--- src/rtl/batch_metrics_unit.sv ---
// batch_metrics_unit: per-sample argmax / correctness / loss over a streamed
// score vector, plus per-batch and running accuracy/loss accumulators.
// Optional feature macro: BATCH_METRICS_TOP2_EN (runner-up tracking and
// top-2 correctness outputs). With the macro undefined those ports are absent.
module batch_metrics_unit #(
  parameter int DATA_WIDTH  = 16,
  parameter int NUM_CLASSES = 10,
  parameter int IDX_WIDTH   = 4,
  parameter int BATCH_SIZE  = 32,
  parameter int LOSS_WIDTH  = 32,
  parameter int CNT_WIDTH   = 16
) (
  input  logic                  clk,
  input  logic                  reset,
  input  logic                  enable,
  input  logic [IDX_WIDTH-1:0]  label,
  input  logic                  score_valid,
  input  logic [DATA_WIDTH-1:0] score,
  input  logic                  clear_totals,
  output logic                  score_ready,
  output logic                  sample_done,
  output logic [IDX_WIDTH-1:0]  pred_class,
  output logic                  pred_correct,
  output logic                  label_err,
  output logic                  batch_done,
  output logic [LOSS_WIDTH-1:0] batch_loss,
  output logic [CNT_WIDTH-1:0]  batch_correct,
  output logic [CNT_WIDTH-1:0]  total_samples,
  output logic [CNT_WIDTH-1:0]  total_correct
`ifdef BATCH_METRICS_TOP2_EN
 ,output logic                  pred_top2_correct,
  output logic [CNT_WIDTH-1:0]  batch_top2_correct
`endif
);

  // Batch sample index only needs to reach BATCH_SIZE-1.
  localparam int BIDX_W = (BATCH_SIZE > 1) ? $clog2(BATCH_SIZE) : 1;

  typedef enum logic [1:0] {
    IDLE    = 2'd0,
    COLLECT = 2'd1,
    RESOLVE = 2'd2
  } state_t;

  state_t state_reg, state_next;

  // Per-sample collection registers
  logic [IDX_WIDTH-1:0]  label_reg;
  logic [IDX_WIDTH-1:0]  idx_reg;
  logic [DATA_WIDTH-1:0] max_val_reg;
  logic [IDX_WIDTH-1:0]  max_idx_reg;
  logic [DATA_WIDTH-1:0] label_score_reg;

  // Batch accumulators (internal, restart at each batch boundary)
  logic [LOSS_WIDTH-1:0] batch_loss_acc_reg;
  logic [CNT_WIDTH-1:0]  batch_correct_acc_reg;
  logic [BIDX_W-1:0]     batch_idx_reg;

  // Combinational per-sample results, valid while in RESOLVE
  logic                  last_score;
  logic                  label_err_now;
  logic                  hit_top1;
  logic [DATA_WIDTH-1:0] sample_loss;
  logic [LOSS_WIDTH:0]   loss_sum;
  logic [LOSS_WIDTH-1:0] batch_loss_next;
  logic [CNT_WIDTH-1:0]  batch_correct_next;
  logic [CNT_WIDTH-1:0]  total_samples_next;
  logic [CNT_WIDTH-1:0]  total_correct_next;
  logic                  batch_last;

`ifdef BATCH_METRICS_TOP2_EN
  logic [DATA_WIDTH-1:0] second_val_reg;
  logic [IDX_WIDTH-1:0]  second_idx_reg;
  logic                  second_valid_reg;
  logic [CNT_WIDTH-1:0]  batch_top2_acc_reg;
  logic                  hit_top2;
  logic [CNT_WIDTH-1:0]  batch_top2_next;
`endif

  // Saturating increment by a single bit; holds at all-ones.
  function automatic logic [CNT_WIDTH-1:0] sat_inc(input logic [CNT_WIDTH-1:0] a,
                                                   input logic               b);
    logic [CNT_WIDTH-1:0] r;
    if (b && (&a)) r = a;
    else           r = a + CNT_WIDTH'(b);
    return r;
  endfunction

  // FSM state register
  always_ff @(posedge clk) begin
    if (reset) state_reg <= IDLE;
    else       state_reg <= state_next;
  end

  // FSM next-state and score_ready
  always_comb begin
    state_next  = state_reg;
    score_ready = 1'b0;
    case (state_reg)
      IDLE: begin
        if (enable) state_next = COLLECT;
      end
      COLLECT: begin
        score_ready = 1'b1;
        if (score_valid && last_score) state_next = RESOLVE;
      end
      RESOLVE: begin
        state_next = IDLE;
      end
      default: begin
        state_next = IDLE;
      end
    endcase
  end

  assign last_score = (idx_reg == IDX_WIDTH'(NUM_CLASSES - 1));

  // Score collection: argmax tracking (ties keep lowest index) and score[label] capture
  always_ff @(posedge clk) begin
    if (reset) begin
      label_reg       <= '0;
      idx_reg         <= '0;
      max_val_reg     <= '0;
      max_idx_reg     <= '0;
      label_score_reg <= '0;
    end else begin
      case (state_reg)
        IDLE: begin
          if (enable) begin
            label_reg       <= label;
            idx_reg         <= '0;
            max_val_reg     <= '0;
            max_idx_reg     <= '0;
            label_score_reg <= '0;
          end
        end
        COLLECT: begin
          if (score_valid) begin
            idx_reg <= idx_reg + 1'b1;
            if ((idx_reg == '0) || (score > max_val_reg)) begin
              max_val_reg <= score;
              max_idx_reg <= idx_reg;
            end
            if (idx_reg == label_reg) label_score_reg <= score;
          end
        end
        default: begin
        end
      endcase
    end
  end

`ifdef BATCH_METRICS_TOP2_EN
  // Runner-up tracking: demoted max, or first/strictly-greater non-max score
  always_ff @(posedge clk) begin
    if (reset) begin
      second_val_reg   <= '0;
      second_idx_reg   <= '0;
      second_valid_reg <= 1'b0;
    end else begin
      case (state_reg)
        IDLE: begin
          if (enable) begin
            second_val_reg   <= '0;
            second_idx_reg   <= '0;
            second_valid_reg <= 1'b0;
          end
        end
        COLLECT: begin
          if (score_valid) begin
            if (idx_reg == '0) begin
              second_valid_reg <= 1'b0;
            end else if (score > max_val_reg) begin
              second_val_reg   <= max_val_reg;
              second_idx_reg   <= max_idx_reg;
              second_valid_reg <= 1'b1;
            end else if (!second_valid_reg || (score > second_val_reg)) begin
              second_val_reg   <= score;
              second_idx_reg   <= idx_reg;
              second_valid_reg <= 1'b1;
            end
          end
        end
        default: begin
        end
      endcase
    end
  end
`endif

  // Per-sample results and saturating next values for every accumulator
  always_comb begin
    label_err_now = ({1'b0, label_reg} >= (IDX_WIDTH + 1)'(NUM_CLASSES));
    hit_top1      = !label_err_now && (max_idx_reg == label_reg);
    // (2^W - 1) - x is simply the bitwise complement of x.
    sample_loss   = label_err_now ? {DATA_WIDTH{1'b1}} : ~label_score_reg;
    loss_sum      = {1'b0, batch_loss_acc_reg} + (LOSS_WIDTH + 1)'(sample_loss);
    batch_loss_next    = loss_sum[LOSS_WIDTH] ? {LOSS_WIDTH{1'b1}} : loss_sum[LOSS_WIDTH-1:0];
    batch_correct_next = sat_inc(batch_correct_acc_reg, hit_top1);
    total_samples_next = sat_inc(total_samples, 1'b1);
    total_correct_next = sat_inc(total_correct, hit_top1);
    batch_last         = (batch_idx_reg == BIDX_W'(BATCH_SIZE - 1));
  end

`ifdef BATCH_METRICS_TOP2_EN
  // Top-2 hit: label matches max or a valid runner-up
  always_comb begin
    hit_top2 = !label_err_now &&
               ((max_idx_reg == label_reg) ||
                (second_valid_reg && (second_idx_reg == label_reg)));
    batch_top2_next = sat_inc(batch_top2_acc_reg, hit_top2);
  end
`endif

  // Sample result outputs, registered on RESOLVE exit (even when cleared)
  always_ff @(posedge clk) begin
    if (reset) begin
      sample_done  <= 1'b0;
      pred_class   <= '0;
      pred_correct <= 1'b0;
      label_err    <= 1'b0;
`ifdef BATCH_METRICS_TOP2_EN
      pred_top2_correct <= 1'b0;
`endif
    end else begin
      sample_done <= 1'b0;
      if (state_reg == RESOLVE) begin
        sample_done  <= 1'b1;
        pred_class   <= max_idx_reg;
        pred_correct <= hit_top1;
        label_err    <= label_err_now;
`ifdef BATCH_METRICS_TOP2_EN
        pred_top2_correct <= hit_top2;
`endif
      end
    end
  end

  // Batch and running accumulators; clear_totals takes priority over the RESOLVE update
  always_ff @(posedge clk) begin
    if (reset) begin
      batch_done            <= 1'b0;
      batch_loss            <= '0;
      batch_correct         <= '0;
      total_samples         <= '0;
      total_correct         <= '0;
      batch_loss_acc_reg    <= '0;
      batch_correct_acc_reg <= '0;
      batch_idx_reg         <= '0;
`ifdef BATCH_METRICS_TOP2_EN
      batch_top2_correct    <= '0;
      batch_top2_acc_reg    <= '0;
`endif
    end else begin
      batch_done <= 1'b0;
      if (clear_totals) begin
        total_samples         <= '0;
        total_correct         <= '0;
        batch_loss_acc_reg    <= '0;
        batch_correct_acc_reg <= '0;
        batch_idx_reg         <= '0;
`ifdef BATCH_METRICS_TOP2_EN
        batch_top2_acc_reg    <= '0;
`endif
      end else if (state_reg == RESOLVE) begin
        total_samples <= total_samples_next;
        total_correct <= total_correct_next;
        if (batch_last) begin
          batch_done            <= 1'b1;
          batch_loss            <= batch_loss_next;
          batch_correct         <= batch_correct_next;
          batch_loss_acc_reg    <= '0;
          batch_correct_acc_reg <= '0;
          batch_idx_reg         <= '0;
`ifdef BATCH_METRICS_TOP2_EN
          batch_top2_correct    <= batch_top2_next;
          batch_top2_acc_reg    <= '0;
`endif
        end else begin
          batch_loss_acc_reg    <= batch_loss_next;
          batch_correct_acc_reg <= batch_correct_next;
          batch_idx_reg         <= batch_idx_reg + 1'b1;
`ifdef BATCH_METRICS_TOP2_EN
          batch_top2_acc_reg    <= batch_top2_next;
`endif
        end
      end
    end
  end

endmodule

--- config.mk ---
export PLATFORM = sky130hd
export DESIGN_NAME = batch_metrics_unit
export DESIGN_NICKNAME = d
export VERILOG_FILES = /design/src/rtl/batch_metrics_unit.sv
export SDC_FILE = /design/constraint.sdc
export NUM_CORES = 1
export LEC_CHECK = 0
export ABC_AREA = 0
export BUFFER_PORTS_ARGS = -buffer_cell sky130_fd_sc_hd__clkbuf_2
export CAP_MARGIN = 20
export CORE_MARGIN = 8
export CORE_UTILIZATION = 55
export CTS_CLUSTER_SIZE = 8
export DETAILED_ROUTE_END_ITERATION = 8
export PLACE_DENSITY = 0.72
export SYNTH_ARGS = -nofsm -noshare
export SYNTH_HDL_FRONTEND = slang
export SYNTH_SLANG_ARGS = --single-unit
export TNS_END_PERCENT = 1
--- constraint.sdc ---
create_clock -name clk -period 3.8 [get_ports clk]
set_input_delay 0.19 -clock clk [delete_from_list [all_inputs] [get_ports clk]]
set_output_delay 0.19 -clock clk [all_outputs]
set_load 0.01 [all_outputs]
# ---- Word level (Yosys, flattened, before mapping)
# Cells that the tools add are included.
dict set report totals {
  register_bits 187
  in_bits 25
  output_inout_bits 89
  elab_cells 89
}
dict set report op_classes {
  add_sub_neg 6
  magnitude_cmp 2
  n_eq_ne 11
  muxes 25
  bitwise_logic 5
  n_reduce_logical 22
}
# op n
set op_table {}
lappend op_table {{two-way mux 16 bit} 8}
lappend op_table {{two-way mux 32 bit} 2}
lappend op_table {{case mux 16 bit (2 select lines)} 2}
lappend op_table {{AND reduction 16 bit} 3}
lappend op_table {{adder 32 x 16 -> 33 bit} 1}
lappend op_table {{adder 16 x 1 -> 16 bit} 2}
lappend op_table {{adder 16 x 1 -> 16 bit (second input constant)} 1}
lappend op_table {{greater-than comparator 16 bit} 1}
lappend op_table {{two-way mux 4 bit} 4}
lappend op_table {{NOT 16 bit} 1}
lappend op_table {{case mux 4 bit (2 select lines)} 2}
lappend op_table {{!= test 2 bit (second input constant)} 5}
lappend op_table {{equality test 4 bit} 2}
lappend op_table {{AND reduction 2 bit} 4}
lappend op_table {{AND reduction 4 bit} 2}
lappend op_table {{AND reduction 3 bit} 2}
lappend op_table {{adder 5 x 1 -> 5 bit (second input constant)} 1}
lappend op_table {{equality test 5 bit (second input constant)} 1}
lappend op_table {{two-way mux 5 bit} 1}
lappend op_table {{adder 4 x 1 -> 4 bit (second input constant)} 1}
lappend op_table {{equality test 4 bit (second input constant)} 1}
lappend op_table {{greater-or-equal comparator 4 bit (second input constant)} 1}
lappend op_table {{logical AND 1 bit} 4}
lappend op_table {{logical NOT 4 bit} 1}
lappend op_table {{12 further kinds} 18}

# ---- Logic depth before layout (Yosys ltp)
# Gate-level depths: netlist of the first run.
dict set report logic_depth {
  depth_word 6
  ltp_mapped 15
  mapped_depth_nobuf 12
}

# ---- Least setup slack after synthesis of the first run
# OpenSTA, ideal clock, no wires.
dict set report synth_timing {
  path_kind {reg2reg}
  start {reg label_reg[1]}
  end {reg batch_loss_acc_reg[26]}
  setup_ns 0.132
  arrival_ns 3.024
  required_time_ns 3.668
  path_slack_ns 0.644
  path_stages_with_launch 16
  path_buffers 3
  synth_period_minus_slack_ns 3.156
  path_cell_list {dfxtp_1 > clkbuf_1 > o21ai_1 > clkbuf_1 > nand2_1 > ha_1 > inv_1 > fa_1 > nand2b_1 > a21oi_1 > o211ai_1 > a211oi_1 > buf_4 > nand3_1 > nor4b_1 > nor3_1}
}
dict set report synth_via {
  elab_chain_len 5
}
# item line
set synth_lines {}
lappend synth_lines {{start: declaration} 48} ;# logic [IDX_WIDTH-1:0] label_reg;
lappend synth_lines {{start signal: assignment} 130} ;# label_reg <= label;
lappend synth_lines {{greater-or-equal comparator 4 bit} 193} ;# label_err_now = ({1'b0, label_reg} >= (IDX_WIDTH + 1)'(NUM_CLASSES));
lappend synth_lines {{two-way mux 16 bit} 196} ;# sample_loss = label_err_now ? {DATA_WIDTH{1'b1}} : ~label_score_reg;
lappend synth_lines {{adder 32 x 16 -> 33 bit} 197} ;# loss_sum = {1'b0, batch_loss_acc_reg} + (LOSS_WIDTH + 1)'(sample_loss);
lappend synth_lines {{two-way mux 32 bit} 198} ;# batch_loss_next = loss_sum[LOSS_WIDTH] ? {LOSS_WIDTH{1'b1}} : loss_sum[LOSS_WIDTH-1:0];
lappend synth_lines {{two-way mux 32 bit} 268} ;# if (batch_last) begin
lappend synth_lines {{end signal: assignment} 280} ;# batch_loss_acc_reg <= batch_loss_next;
lappend synth_lines {{end: declaration} 55} ;# logic [LOSS_WIDTH-1:0] batch_loss_acc_reg;
# Every way passes these cells.
# A chain may end at the register's enable or synchronous reset.

# ---- Worst setup path after layout of the first run
dict set report layout_timing {
  start {reg label_reg[1]}
  end {reg batch_loss[18]}
}
dict set report layout_via {
  elab_chain_len 4
}
# item line
set layout_lines {}
lappend layout_lines {{greater-or-equal comparator 4 bit} 193}
lappend layout_lines {{two-way mux 16 bit} 196}
lappend layout_lines {{adder 32 x 16 -> 33 bit} 197}
lappend layout_lines {{two-way mux 32 bit} 198}
lappend layout_lines {{end signal: assignment} 270} ;# batch_loss <= batch_loss_next;
lappend layout_lines {{end: declaration} 26} ;# output logic [LOSS_WIDTH-1:0] batch_loss,
# Every way passes these cells.

==> results of run 1 <==
==> cells by family (layout without fill, tap and decap cells) <==
family,count (synthesis),in the layout,synth area share (%)
multiplexers,7,7,0.742
AND/OR/NAND/NOR,426,426,22.3
XOR/XNOR,73,73,6.77
adder cells (fa/ha/maj),43,43,5.78
AO/OA/AOI/OAI,303,303,20.3
buffers and inverters,102,199,4.41
flip-flops,187,187,39.7
==> worst reg2reg max path: stages, from the launching register on <==
cell	delay, ns
sky130_fd_sc_hd__dfxtp_1	0.37
sky130_fd_sc_hd__o21ai_1	0.19
sky130_fd_sc_hd__buf_4	0.25
sky130_fd_sc_hd__nand2_1	0.09
sky130_fd_sc_hd__ha_1	0.38
sky130_fd_sc_hd__a21oi_1	0.22
sky130_fd_sc_hd__o21ai_0	0.15
sky130_fd_sc_hd__a311oi_2	0.55
sky130_fd_sc_hd__a21oi_2	0.11
sky130_fd_sc_hd__nor2_1	0.81
sky130_fd_sc_hd__a21oi_1	0.15
==> synthesized netlist by cell type, drive strengths merged (6+ instances only) <==
master / count
a31oi: 6
o21ai: 72
mux2i: 7
xor2: 25
nand3: 66
nor2b: 7
or3: 10
nand4: 23
inv: 29
a211oi: 17
and3: 14
a21oi: 122
nor4: 9
nand2b: 27
dfxtp: 187
a21o: 12
xnor2: 48
and4: 9
a31o: 18
clkbuf: 48
nor3: 42
ha: 42
nor2: 112
nand2: 90
a311oi: 9
and2: 6
buf: 24
==> worst paths after layout <==
path,end,slack (ns)
setup / recovery,batch_loss[18]$_SDFFE_PP0P_,0.35
setup reg to reg,batch_loss[18]$_SDFFE_PP0P_,0.35
hold / removal,label_reg[2]$_SDFFE_PP0P_,0.01
hold reg to reg,batch_idx_reg[4]$_SDFFE_PP0P_,0.46
==> power by group <==
group	switching, mW	internal (mW)
sequential	0.0133	1.98
combinational	0.160	0.0885
clock	0.784	1.08
total	0.957	3.14
==> final cells by class <==
class	count	area, um2	share of cell area, %
Multi-Input combinational cell	852	5300	49.0
Clock inverter	12	160	1.48
Tap cell	225	282	2.61
Timing Repair Buffer	138	753	6.97
Inverter	30	113	1.04
Clock buffer	19	453	4.19
Sequential cell	187	3740	34.7
==> metal layers <==
layer / vias to the layer above / wire length [um] / share of wire (%)
met5: - / 9 / 0.037
met4: 2 / 374 / 1.5
met3: 32 / 1200 / 5.0
met2: 211 / 10800 / 44
met1: 3978 / 11900 / 49
li1: 4262 / - / -
==> metrics by stage <==
stage	std cells	setup WS, ns	hold WS, ns	area (um2)
3_5_place_dp	1432	0.431	0.450	10200
6_report	1463	0.348	0.0148	10800
3_3_place_gp	1432	0.457	0.446	10200
2_1_floorplan	1141	0.644	0.329	9440
4_1_cts	1463	0.413	0.000132	10800
5_1_grt	1463	0.0336	0.0140	10800
==> run_summary.xml, run 1 <==
<?xml version="1.0" encoding="UTF-8"?>
<metrics>
  <group name="synthesis">
    <metric name="edff_count_synth" unit="">0</metric>
    <metric name="yosysWarningCount" unit="">0</metric>
    <metric name="synth_seq_area_share" unit="%">39.7</metric>
    <metric name="async_reset_ff_share" unit="%">0</metric>
    <metric name="synth_seq_cells" unit="">187</metric>
    <metric name="avgSynthCellArea" unit="um2">8.27</metric>
    <metric name="netlist_instances" unit="">1141</metric>
    <metric name="synthDistinctLibCells" unit="">64</metric>
    <metric name="yosys.area.top_type_share" unit="%">39.7</metric>
    <metric name="synth_top_cells_by_area" unit="">sky130_fd_sc_hd__dfxtp_1 (40%), sky130_fd_sc_hd__a21oi_1 (6.3%), sky130_fd_sc_hd__ha_1 (5.6%), sky130_fd_sc_hd__xnor2_1 (4.5%), sky130_fd_sc_hd__nor2_1 (4.4%)</metric>
    <metric name="syn_area" unit="mm2">0.00944</metric>
    <metric name="mappedNetlistNets" unit="">1209</metric>
    <metric name="synth_ff_type" unit="">sky130_fd_sc_hd__dfxtp_1</metric>
    <metric name="synthDominantAreaCellType" unit="">sky130_fd_sc_hd__dfxtp_1</metric>
  </group>
  <group name="routing">
    <metric name="drc_errors" unit="">0</metric>
    <metric name="final_antenna_net_count" unit="">0</metric>
    <metric name="detail_routed_net_length_per_standard_cell" unit="um">16.6</metric>
    <metric name="initialDrtViolationCount" unit="">569</metric>
    <metric name="number_of_detailed_routing_iterations_run_before_antenna_repair" unit="">6</metric>
    <metric name="drt-total-wl" unit="um">24300</metric>
    <metric name="dr_total_vias" unit="">8485</metric>
    <metric name="avgViaCountPerCell" unit="">5.80</metric>
  </group>
  <group name="setup_path">
    <metric name="path_buf_inv" unit="">1</metric>
    <metric name="timing.critical_path.from" unit="">label_reg[1]$_SDFFE_PP0P_</metric>
    <metric name="worst_r2r_path_depth" unit="">10</metric>
    <metric name="cpMostUsedCell" unit="">sky130_fd_sc_hd__a21oi_1</metric>
    <metric name="cp_slowest_cell" unit="">sky130_fd_sc_hd__nor2_1</metric>
    <metric name="cp.required" unit="ns">4.07</metric>
    <metric name="critical_path.cell_chain" unit="">o21ai_1 -&gt; buf_4 -&gt; nand2_1 -&gt; ha_1 -&gt; a21oi_1 -&gt; o21ai_0 -&gt; a311oi_2 -&gt; a21oi_2 -&gt; nor2_1 -&gt; a21oi_1</metric>
    <metric name="setup.worst_path.end_class" unit="">flop</metric>
    <metric name="timing.rr.start" unit="">label_reg[1]$_SDFFE_PP0P_</metric>
    <metric name="largest_incremental_delay_on_the_critical_path" unit="ns">0.81</metric>
    <metric name="worstPathMaxFanout" unit="">17</metric>
    <metric name="worst_ep_arrival_time" unit="ns">3.72</metric>
    <metric name="timing.critical_path.depth" unit="">10</metric>
    <metric name="cp_top_family" unit="">compound AO/OA/AOI/OAI gates</metric>
    <metric name="path_class" unit="">flop to flop</metric>
    <metric name="crit_path_start_kind" unit="">flop</metric>
  </group>
  <group name="cells_and_area">
    <metric name="final_common_cell" unit="">sky130_fd_sc_hd__dfxtp_1</metric>
    <metric name="final_cell_mix" unit="">sky130_fd_sc_hd__dfxtp_1 (187), sky130_fd_sc_hd__a21oi_1 (118), sky130_fd_sc_hd__clkbuf_2 (113), sky130_fd_sc_hd__nor2_1 (110), sky130_fd_sc_hd__nand2_1 (90)</metric>
    <metric name="final_antenna_diode_count" unit="">0</metric>
    <metric name="post_route_cells_drive_above_1_share" unit="%">17.0</metric>
    <metric name="filler_cell_count" unit="">1544</metric>
    <metric name="synthToLayoutAreaGrowth" unit="%">14.4</metric>
    <metric name="end_of_flow_core_utilization" unit="%">63.3</metric>
    <metric name="layout_net_count" unit="">1294</metric>
  </group>
  <group name="floorplan">
    <metric name="die_area" unit="mm2">0.0216</metric>
    <metric name="die_h" unit="um">147</metric>
    <metric name="top_level_ports" unit="">114</metric>
    <metric name="placement_rows" unit="">48</metric>
    <metric name="die_x" unit="um">147</metric>
    <metric name="floorplan.core_area" unit="mm2">0.0171</metric>
    <metric name="initial_core_utilization" unit="%">55.4</metric>
  </group>
  <group name="global_routing">
    <metric name="first_pass_grt_wire_length" unit="um">39600</metric>
    <metric name="antenna_found_initial" unit="">1</metric>
    <metric name="first_global_vias" unit="">7727</metric>
    <metric name="globalRouteMet3Util" unit="%">4.31</metric>
    <metric name="grt_use_met1" unit="%">30.1</metric>
    <metric name="grt_start_max_net_pins" unit="">49</metric>
    <metric name="globalRouteTotalUtil" unit="%">22.1</metric>
    <metric name="most_utilized_layer_in_the_global_route_result" unit="">met2</metric>
    <metric name="global_route.overflow_total" unit="">0</metric>
    <metric name="global_route.usage.met2" unit="%">34.2</metric>
  </group>
  <group name="clock_tree">
    <metric name="cts_resized" unit="">0</metric>
    <metric name="clk_pin_slew_worst_paths" unit="ns">0.07</metric>
    <metric name="tritoncts" unit="">yes</metric>
    <metric name="clock_tree.buffer_depth" unit="">2</metric>
    <metric name="ctsHtreeMaxLevel" unit="">4</metric>
    <metric name="clock-root-buffer" unit="">sky130_fd_sc_hd__clkbuf_16</metric>
    <metric name="cts_setup_buffers" unit="">0</metric>
    <metric name="worst_skew_pair.late_latency" unit="ns">0.44</metric>
    <metric name="numClockSinks" unit="">187</metric>
    <metric name="cts_hold_buffers" unit="">0</metric>
    <metric name="cts_inserted_buffers" unit="">17</metric>
  </group>
  <group name="timing">
    <metric name="max_clock_freq" unit="MHz">290</metric>
    <metric name="count_of_endpoints_failing_hold_in_the_final_timing_report" unit="">0</metric>
    <metric name="report.final.slew_viol_count" unit="">0</metric>
    <metric name="rsz0062_at_grt" unit="">false</metric>
    <metric name="worst-slew-pin-transition" unit="ns">1.04</metric>
    <metric name="post_route_clock_skew" unit="ns">0.0125</metric>
    <metric name="finalCritPeriodShare" unit="%">90.8</metric>
    <metric name="slew-limit-headroom" unit="%">30.7</metric>
    <metric name="post-route-min-period" unit="ns">3.45</metric>
    <metric name="finalSetupViolCount" unit="">0</metric>
    <metric name="setup_tns" unit="ns">0</metric>
  </group>
  <group name="place">
    <metric name="port_buffers" unit="">113</metric>
    <metric name="place.gp.congestion" unit="">0.944</metric>
    <metric name="hpwl" unit="um">17200</metric>
  </group>
  <group name="power_and_ir_drop">
    <metric name="post-layout-total-power" unit="mW">4.10</metric>
    <metric name="leakagePower" unit="nW">4.08</metric>
    <metric name="irDropWorstVdd" unit="V">0.000324</metric>
    <metric name="powerDensity" unit="mW/mm2">379</metric>
  </group>
  <group name="status">
    <metric name="result_of_the_run" unit="">finished, final reports clean</metric>
  </group>
  <group name="hold_path">
    <metric name="hold_path_class" unit="">primary input to flop</metric>
    <metric name="hold_path_stages" unit="">3</metric>
    <metric name="worst_hold_startpoint" unit="">label[2]</metric>
  </group>
  <group name="run">
    <metric name="maxCapViolations" unit="">0</metric>
  </group>
</metrics>
Note: power is estimated with default switching activity, not from simulation.
==> run 2, diff against run 1 <==
- ABC_AREA: 0 -> 1
- CTS_CLUSTER_SIZE: 8 -> 20
- PLACE_DENSITY: 0.72 -> 0.71
==> run 2 against run 1 <==
Utilization fell by 0.73 points. Via count rose by 18%. Fmax rose by 10%. Area after synthesis rose by 11%. Critical endpoint is now batch_loss_acc_reg[18]$_SDFFE_PP0P_. Highest routed layer is now met4.
==> run_summary.xml, run 2 <==
<?xml version="1.0" encoding="UTF-8"?>
<metrics>
  <group name="status">
    <metric name="result_of_the_run" unit="">finished, final reports clean</metric>
  </group>
  <group name="power_and_ir_drop">
    <metric name="post-layout-total-power" unit="mW">4.19</metric>
    <metric name="powerDensity" unit="mW/mm2">358</metric>
    <metric name="irDropWorstVdd" unit="V">0.000326</metric>
    <metric name="leakagePower" unit="nW">5.50</metric>
  </group>
  <group name="routing">
    <metric name="avgViaCountPerCell" unit="">5.19</metric>
    <metric name="drc_errors" unit="">0</metric>
    <metric name="dr_total_vias" unit="">10020</metric>
    <metric name="number_of_detailed_routing_iterations_run_before_antenna_repair" unit="">5</metric>
    <metric name="final_antenna_net_count" unit="">0</metric>
    <metric name="detail_routed_net_length_per_standard_cell" unit="um">13.8</metric>
    <metric name="initialDrtViolationCount" unit="">598</metric>
    <metric name="drt-total-wl" unit="um">26700</metric>
  </group>
  <group name="global_routing">
    <metric name="globalRouteTotalUtil" unit="%">22.6</metric>
    <metric name="first_global_vias" unit="">9477</metric>
    <metric name="first_pass_grt_wire_length" unit="um">45000</metric>
    <metric name="globalRouteMet3Util" unit="%">3.28</metric>
    <metric name="grt_use_met1" unit="%">27.3</metric>
    <metric name="global_route.usage.met2" unit="%">40.1</metric>
    <metric name="antenna_found_initial" unit="">0</metric>
    <metric name="grt_start_max_net_pins" unit="">52</metric>
    <metric name="most_utilized_layer_in_the_global_route_result" unit="">met2</metric>
    <metric name="global_route.overflow_total" unit="">0</metric>
  </group>
  <group name="clock_tree">
    <metric name="cts_inserted_buffers" unit="">17</metric>
    <metric name="worst_skew_pair.late_latency" unit="ns">0.43</metric>
    <metric name="numClockSinks" unit="">187</metric>
    <metric name="cts_resized" unit="">0</metric>
    <metric name="clock_tree.buffer_depth" unit="">2</metric>
    <metric name="ctsHtreeMaxLevel" unit="">4</metric>
    <metric name="cts_setup_buffers" unit="">0</metric>
    <metric name="cts_hold_buffers" unit="">0</metric>
    <metric name="tritoncts" unit="">yes</metric>
    <metric name="clock-root-buffer" unit="">sky130_fd_sc_hd__clkbuf_16</metric>
    <metric name="clk_pin_slew_worst_paths" unit="ns">0.07</metric>
  </group>
  <group name="hold_path">
    <metric name="hold_path_stages" unit="">3</metric>
    <metric name="hold_path_class" unit="">primary input to flop</metric>
  </group>
  <group name="timing">
    <metric name="finalSetupViolCount" unit="">0</metric>
    <metric name="rsz0062_at_grt" unit="">false</metric>
    <metric name="post-route-min-period" unit="ns">3.14</metric>
    <metric name="count_of_endpoints_failing_hold_in_the_final_timing_report" unit="">0</metric>
    <metric name="max_clock_freq" unit="MHz">319</metric>
    <metric name="post_route_clock_skew" unit="ns">0.00924</metric>
    <metric name="worst-slew-pin-transition" unit="ns">0.933</metric>
    <metric name="finalCritPeriodShare" unit="%">82.5</metric>
    <metric name="report.final.slew_viol_count" unit="">0</metric>
    <metric name="setup_tns" unit="ns">0</metric>
    <metric name="slew-limit-headroom" unit="%">37.7</metric>
  </group>
  <group name="synthesis">
    <metric name="edff_count_synth" unit="">0</metric>
    <metric name="synth_ff_type" unit="">sky130_fd_sc_hd__dfxtp_1</metric>
    <metric name="synthMostInstantiatedCell" unit="">sky130_fd_sc_hd__nand2_1</metric>
    <metric name="synth_seq_cells" unit="">187</metric>
    <metric name="yosys.area.top_type_share" unit="%">35.7</metric>
    <metric name="yosysWarningCount" unit="">0</metric>
    <metric name="avgSynthCellArea" unit="um2">6.56</metric>
    <metric name="async_reset_ff_share" unit="%">0</metric>
    <metric name="mappedNetlistNets" unit="">1665</metric>
    <metric name="ys_top_cells_by_count" unit="">sky130_fd_sc_hd__nand2_1 (412), sky130_fd_sc_hd__nor2_1 (217), sky130_fd_sc_hd__inv_1 (204)</metric>
    <metric name="synth_top_cells_by_area" unit="">sky130_fd_sc_hd__dfxtp_1 (36%), sky130_fd_sc_hd__nand2_1 (15%), sky130_fd_sc_hd__nor2_1 (7.8%), sky130_fd_sc_hd__inv_1 (7.3%), sky130_fd_sc_hd__a21oi_1 (6.0%)</metric>
    <metric name="synthDominantAreaCellType" unit="">sky130_fd_sc_hd__dfxtp_1</metric>
    <metric name="synth_seq_area_share" unit="%">35.7</metric>
    <metric name="syn_area" unit="mm2">0.0105</metric>
    <metric name="netlist_instances" unit="">1597</metric>
    <metric name="synthDistinctLibCells" unit="">47</metric>
  </group>
  <group name="setup_path">
    <metric name="worst_r2r_path_depth" unit="">18</metric>
    <metric name="worst_ep_arrival_time" unit="ns">3.50</metric>
    <metric name="cp.required" unit="ns">4.16</metric>
    <metric name="crit_path_start_kind" unit="">flop</metric>
    <metric name="critical_path.cell_chain" unit="">inv_1 -&gt; a21oi_2 -&gt; clkinv_1 -&gt; nand2_1 -&gt; ha_1 -&gt; inv_1 -&gt; fa_1 -&gt; inv_1 -&gt; nand3_1 -&gt; nand3_2 -&gt; nand2_1 -&gt; nand2_1 -&gt; nand2_1 -&gt; nand3_2 -&gt; nand3_4 -&gt; nand3_1 -&gt; nand2_1 -&gt; a21oi_1</metric>
    <metric name="setup.worst_path.end_class" unit="">flop</metric>
    <metric name="cp_slowest_cell" unit="">sky130_fd_sc_hd__fa_1</metric>
    <metric name="largest_incremental_delay_on_the_critical_path" unit="ns">0.39</metric>
    <metric name="worstPathMaxFanout" unit="">32</metric>
    <metric name="cpMostUsedCell" unit="">sky130_fd_sc_hd__nand2_1</metric>
    <metric name="path_class" unit="">flop to flop</metric>
  </group>
  <group name="cells_and_area">
    <metric name="post_route_cells_drive_above_1_share" unit="%">11.9</metric>
    <metric name="filler_cell_count" unit="">1826</metric>
    <metric name="final_common_cell" unit="">sky130_fd_sc_hd__nand2_1</metric>
    <metric name="multi_input_area" unit="mm2">0.00565</metric>
    <metric name="synthToLayoutAreaGrowth" unit="%">11.8</metric>
    <metric name="footprint_of_the_flip_flops_and_latches" unit="mm2">0.00374</metric>
    <metric name="layout_net_count" unit="">1750</metric>
    <metric name="final_antenna_diode_count" unit="">0</metric>
    <metric name="final_cell_area" unit="mm2">0.0117</metric>
    <metric name="final_cell_mix" unit="">sky130_fd_sc_hd__nand2_1 (412), sky130_fd_sc_hd__nor2_1 (217), sky130_fd_sc_hd__inv_1 (203), sky130_fd_sc_hd__dfxtp_1 (187), sky130_fd_sc_hd__a21oi_1 (126)</metric>
  </group>
  <group name="place">
    <metric name="place.gp.congestion" unit="">0.951</metric>
    <metric name="hpwl" unit="um">19600</metric>
    <metric name="port_buffers" unit="">113</metric>
    <metric name="placedInstanceArea" unit="mm2">0.0111</metric>
  </group>
  <group name="floorplan">
    <metric name="top_level_ports" unit="">114</metric>
    <metric name="die_area" unit="mm2">0.0237</metric>
    <metric name="placement_rows" unit="">50</metric>
    <metric name="die_x" unit="um">154</metric>
    <metric name="floorplan.core_area" unit="mm2">0.0187</metric>
    <metric name="initial_core_utilization" unit="%">56.0</metric>
    <metric name="die_h" unit="um">154</metric>
  </group>
  <group name="run">
    <metric name="maxCapViolations" unit="">0</metric>
  </group>
</metrics>
-- run 2: cell count changes after synthesis, sizes merged, moves of 10 or more --
cell	before	now
nand2	90	419
inv	29	212
nor2	112	220
nand3	66	115
xnor2	48	8
nand2b	27	1
o21ai	72	94
clkbuf	48	27
a31o	18	0
a211oi	17	3
nor3	42	28
and3	14	1
a21o	12	0
or3	10	0
-- run 2: where the power goes --
group          internal [mW]  leakage, nW  switching, mW
Sequential              2.00         1.51         0.0249
Clock                  0.947        0.268          0.784
Combinational          0.144         3.72          0.285
-- run 2: metrics by stage --
stage	cells	worst slack, ns	hold slack [ns]	util (%)
3_3_place_gp	1897	0.782	0.453	59.5
6_report	1929	0.664	0.0329	62.6
2_1_floorplan	1597	1.02	0.329	-
4_1_cts	1929	0.663	0.0379	62.6
5_1_grt	1929	0.368	0.0504	62.6
3_5_place_dp	1897	0.684	0.459	59.5
-- run 2: final timing paths --
path	from	endpoint	slack [ns]
worst min register to register	label_score_reg[11]$_SDFFE_PP0P_	label_score_reg[11]$_SDFFE_PP0P_	0.47
worst min-delay path	label[3]	label_reg[3]$_SDFFE_PP0P_	0.03
worst max-delay path	label_reg[2]$_SDFFE_PP0P_	batch_loss_acc_reg[18]$_SDFFE_PP0P_	0.66
worst max register to register	label_reg[2]$_SDFFE_PP0P_	batch_loss_acc_reg[18]$_SDFFE_PP0P_	0.66
-- run 2: routing by layer --
metal	routed length (um)	vias up	share of wire, %
li1	-	5233	-
met1	12000	4581	45
met2	13200	176	49
met3	1020	30	3.8
met4	462	0	1.7
met5	0	-	0
-- run 2: cells by family (layout without fill, tap and decap cells) --
family	count (synthesis)	in the layout	share of synthesized area, %
and+or+nand+nor	826	826	34.1
adders and majority gates	43	43	5.21
AOI/OAI and AO/OA	234	234	11.6
xor gates and xnor gates	36	36	3.01
buffers and inverters	271	369	10.3
DFF	187	187	35.7
-- run 2: critical path: cells and delay by family, from the launching register on --
family / cells / cell delay [ns]
AOI/OAI and AO/OA: 2 / 0.36
buffers and inverters: 4 / 0.41
and+or+nand+nor: 10 / 1.39
adders and majority gates: 2 / 0.55
DFF: 1 / 0.37
-- run 2: area by class of cell --
class	count	share of cell area (%)
clock inverters	11	0.951
inverters	213	6.83
clock buffers	21	3.93
flip-flops and latches	187	32.0
repair buffers	124	5.54
well taps	234	2.50
multi-input cells	1139	48.3
==> run 3, diff against run 2 <==
- CORE_UTILIZATION: 55 -> 54
- PLACE_DENSITY: 0.71 -> 0.73
- clock period: 3.8 -> 2.6 ns (I/O delays scaled with it)
==> run 3 against run 2 <==
Wire length is 6.4% higher. Via count is 3.7% higher. Critical path type unchanged. Total power is 49% higher.
==> run_summary.xml, run 3 (same netlist as run 2, synthesis figures left out) <==
<?xml version="1.0" encoding="UTF-8"?>
<metrics>
  <group name="routing">
    <metric name="drt-total-wl" unit="um">28400</metric>
    <metric name="detail_routed_net_length_per_standard_cell" unit="um">14.2</metric>
    <metric name="number_of_detailed_routing_iterations_run_before_antenna_repair" unit="">7</metric>
    <metric name="final_antenna_net_count" unit="">0</metric>
    <metric name="avgViaCountPerCell" unit="">5.19</metric>
    <metric name="dr_total_vias" unit="">10387</metric>
    <metric name="initialDrtViolationCount" unit="">589</metric>
    <metric name="drc_errors" unit="">0</metric>
  </group>
  <group name="setup_path">
    <metric name="crit_path_start_kind" unit="">flop</metric>
    <metric name="worstPathMaxFanout" unit="">4</metric>
    <metric name="cp.required" unit="ns">2.96</metric>
    <metric name="worst_ep_arrival_time" unit="ns">2.88</metric>
    <metric name="setup.worst_path.end_class" unit="">flop</metric>
    <metric name="path_class" unit="">flop to flop</metric>
    <metric name="worst_r2r_path_depth" unit="">13</metric>
  </group>
  <group name="timing">
    <metric name="slew-limit-headroom" unit="%">40.8</metric>
    <metric name="count_of_endpoints_failing_hold_in_the_final_timing_report" unit="">0</metric>
    <metric name="worst-slew-pin-transition" unit="ns">0.887</metric>
    <metric name="finalCritPeriodShare" unit="%">96.8</metric>
    <metric name="post_route_clock_skew" unit="ns">0.00995</metric>
    <metric name="finalSetupViolCount" unit="">0</metric>
    <metric name="max_clock_freq" unit="MHz">397</metric>
    <metric name="rsz0062_at_grt" unit="">true</metric>
    <metric name="post-route-min-period" unit="ns">2.52</metric>
    <metric name="report.final.slew_viol_count" unit="">0</metric>
    <metric name="timing.final.ws_setup" unit="ns">0.0834</metric>
    <metric name="setup_tns" unit="ns">0</metric>
  </group>
  <group name="place">
    <metric name="numPlacedInstances" unit="">1947</metric>
    <metric name="hpwl" unit="um">20300</metric>
    <metric name="port_buffers" unit="">113</metric>
    <metric name="dpl_worst_slack" unit="ns">-0.0412</metric>
    <metric name="place.gp.congestion" unit="">0.940</metric>
    <metric name="placedInstanceArea" unit="mm2">0.0114</metric>
  </group>
  <group name="hold_path">
    <metric name="hold_path_class" unit="">primary input to flop</metric>
    <metric name="hold_path_stages" unit="">3</metric>
  </group>
  <group name="clock_tree">
    <metric name="clk_pin_slew_worst_paths" unit="ns">0.08</metric>
    <metric name="clock-root-buffer" unit="">sky130_fd_sc_hd__clkbuf_16</metric>
    <metric name="numClockSinks" unit="">187</metric>
    <metric name="cts_inserted_buffers" unit="">17</metric>
    <metric name="clock_tree.buffer_depth" unit="">2</metric>
    <metric name="ctsHtreeMaxLevel" unit="">4</metric>
    <metric name="worst_skew_pair.late_latency" unit="ns">0.43</metric>
    <metric name="tritoncts" unit="">yes</metric>
  </group>
  <group name="floorplan">
    <metric name="initial_core_utilization" unit="%">54.3</metric>
    <metric name="placement_rows" unit="">51</metric>
    <metric name="die_h" unit="um">155</metric>
    <metric name="floorplan.core_area" unit="mm2">0.0193</metric>
    <metric name="die_area" unit="mm2">0.0241</metric>
    <metric name="top_level_ports" unit="">114</metric>
    <metric name="die_x" unit="um">155</metric>
  </group>
  <group name="global_routing">
    <metric name="global_route.overflow_total" unit="">0</metric>
    <metric name="antenna_found_initial" unit="">0</metric>
    <metric name="first_global_vias" unit="">9838</metric>
    <metric name="globalRouteTotalUtil" unit="%">23.3</metric>
    <metric name="grt_start_max_net_pins" unit="">51</metric>
    <metric name="first_pass_grt_wire_length" unit="um">46500</metric>
  </group>
  <group name="cells_and_area">
    <metric name="layout_net_count" unit="">1790</metric>
    <metric name="final_common_cell" unit="">sky130_fd_sc_hd__nand2_1</metric>
    <metric name="final_cell_area" unit="mm2">0.0126</metric>
    <metric name="synthToLayoutAreaGrowth" unit="%">20.4</metric>
    <metric name="filler_cell_count" unit="">1768</metric>
    <metric name="post_layout_nonfiller_instances" unit="">2000</metric>
    <metric name="final_antenna_diode_count" unit="">0</metric>
    <metric name="post_route_cells_drive_above_1_share" unit="%">18.2</metric>
    <metric name="final_cell_mix" unit="">sky130_fd_sc_hd__nand2_1 (393), sky130_fd_sc_hd__nor2_1 (211), sky130_fd_sc_hd__inv_1 (198), sky130_fd_sc_hd__dfxtp_1 (184), sky130_fd_sc_hd__a21oi_1 (115)</metric>
  </group>
  <group name="status">
    <metric name="result_of_the_run" unit="">finished, final reports clean</metric>
  </group>
  <group name="power_and_ir_drop">
    <metric name="powerDensity" unit="mW/mm2">493</metric>
    <metric name="leakagePower" unit="nW">5.85</metric>
    <metric name="irDropWorstVdd" unit="V">0.000423</metric>
  </group>
  <group name="run">
    <metric name="maxCapViolations" unit="">0</metric>
  </group>
</metrics>
==> run 3: cell count changes in the layout (fill, tap and decap cells not counted), sizes merged <==
cell,before,now
bufinv,1,0
clkinvlp,4,3
dlygate4sd3,0,10
inv,214,219
clkbuf,134,131
buf,11,41
==> run 3: worst max-delay path, cell delays in order, from the launching register on <==
cell,delay [ns]
sky130_fd_sc_hd__dfxtp_2,0.33
sky130_fd_sc_hd__inv_2,0.05
sky130_fd_sc_hd__buf_4,0.14
sky130_fd_sc_hd__nand2_1,0.07
sky130_fd_sc_hd__nand3_2,0.09
sky130_fd_sc_hd__nor4_4,0.44
sky130_fd_sc_hd__ha_2,0.29
sky130_fd_sc_hd__nand2_1,0.10
sky130_fd_sc_hd__nor3_2,0.21
sky130_fd_sc_hd__nand3_1,0.16
sky130_fd_sc_hd__or2_2,0.31
sky130_fd_sc_hd__nand3_2,0.08
sky130_fd_sc_hd__nand2_1,0.06
sky130_fd_sc_hd__a21oi_1,0.13
==> run 3: final cells by class <==
type	instances	area, um2	area share, %
Timing Repair Buffer	164	1040	8.27
Clock buffer	18	439	3.48
Sequential cell	187	3750	29.7
Clock inverter	14	130	1.03
Multi-Input combinational cell	1139	6110	48.5
Tap cell	265	332	2.63
Inverter	213	802	6.36
==> run 3: power breakdown <==
group / internal (mW) / leakage [nW] / switching, mW
combinational: 0.272 / 4.06 / 0.455
sequential: 2.93 / 1.51 / 0.0408
clock: 1.29 / 0.272 / 1.24
==> run 3: worst paths after layout <==
path	endpoint	slack, ns	startpoint
worst max-delay path	batch_correct_acc_reg[13]$_SDFFE_PP0P_	0.08	label_reg[1]$_SDFFE_PP0P_
worst min-delay path	label_score_reg[8]$_SDFFE_PP0P_	0.004	score[8]
worst max register to register	batch_correct_acc_reg[13]$_SDFFE_PP0P_	0.08	label_reg[1]$_SDFFE_PP0P_
worst min register to register	batch_loss_acc_reg[2]$_SDFFE_PP0P_	0.48	batch_loss_acc_reg[2]$_SDFFE_PP0P_
==> run 3: through the flow <==
step	utilization (%)	hold slack (ns)	total power, mW
floorplan	-	0.269	3.51
global placement	58.9	0.382	3.67
detailed placement	58.9	0.416	3.68
CTS	63.2	0.000237	6.20
global route	65.4	0.0101	6.47
finish	65.4	0.00363	6.22
==> run 3: per-layer routing <==
| metal | track usage [%] | part of all wire [%] | routed length, um | up-vias |
|---|---|---|---|---|
| met2 | 40.7 | 49 | 13900 | 226 |
| met3 | 3.36 | 4.6 | 1300 | 58 |
| met4 | 9.89 | 2.8 | 792 | 0 |
| met5 | 0 | 0 | 0 | - |
| met1 | 28.3 | 44 | 12400 | 4767 |
| li1 | - | - | - | 5336 |
==> run 3: repair_timing <==
action / CTS / global route
cloned: 2 / 0
hold buffers: 10 / 0
hold endpoints to repair: 10 / 0
setup buffers: 3 / 6
resized for setup: 19 / 81
pin swaps: 4 / 17
setup endpoints to repair: 38 / 77
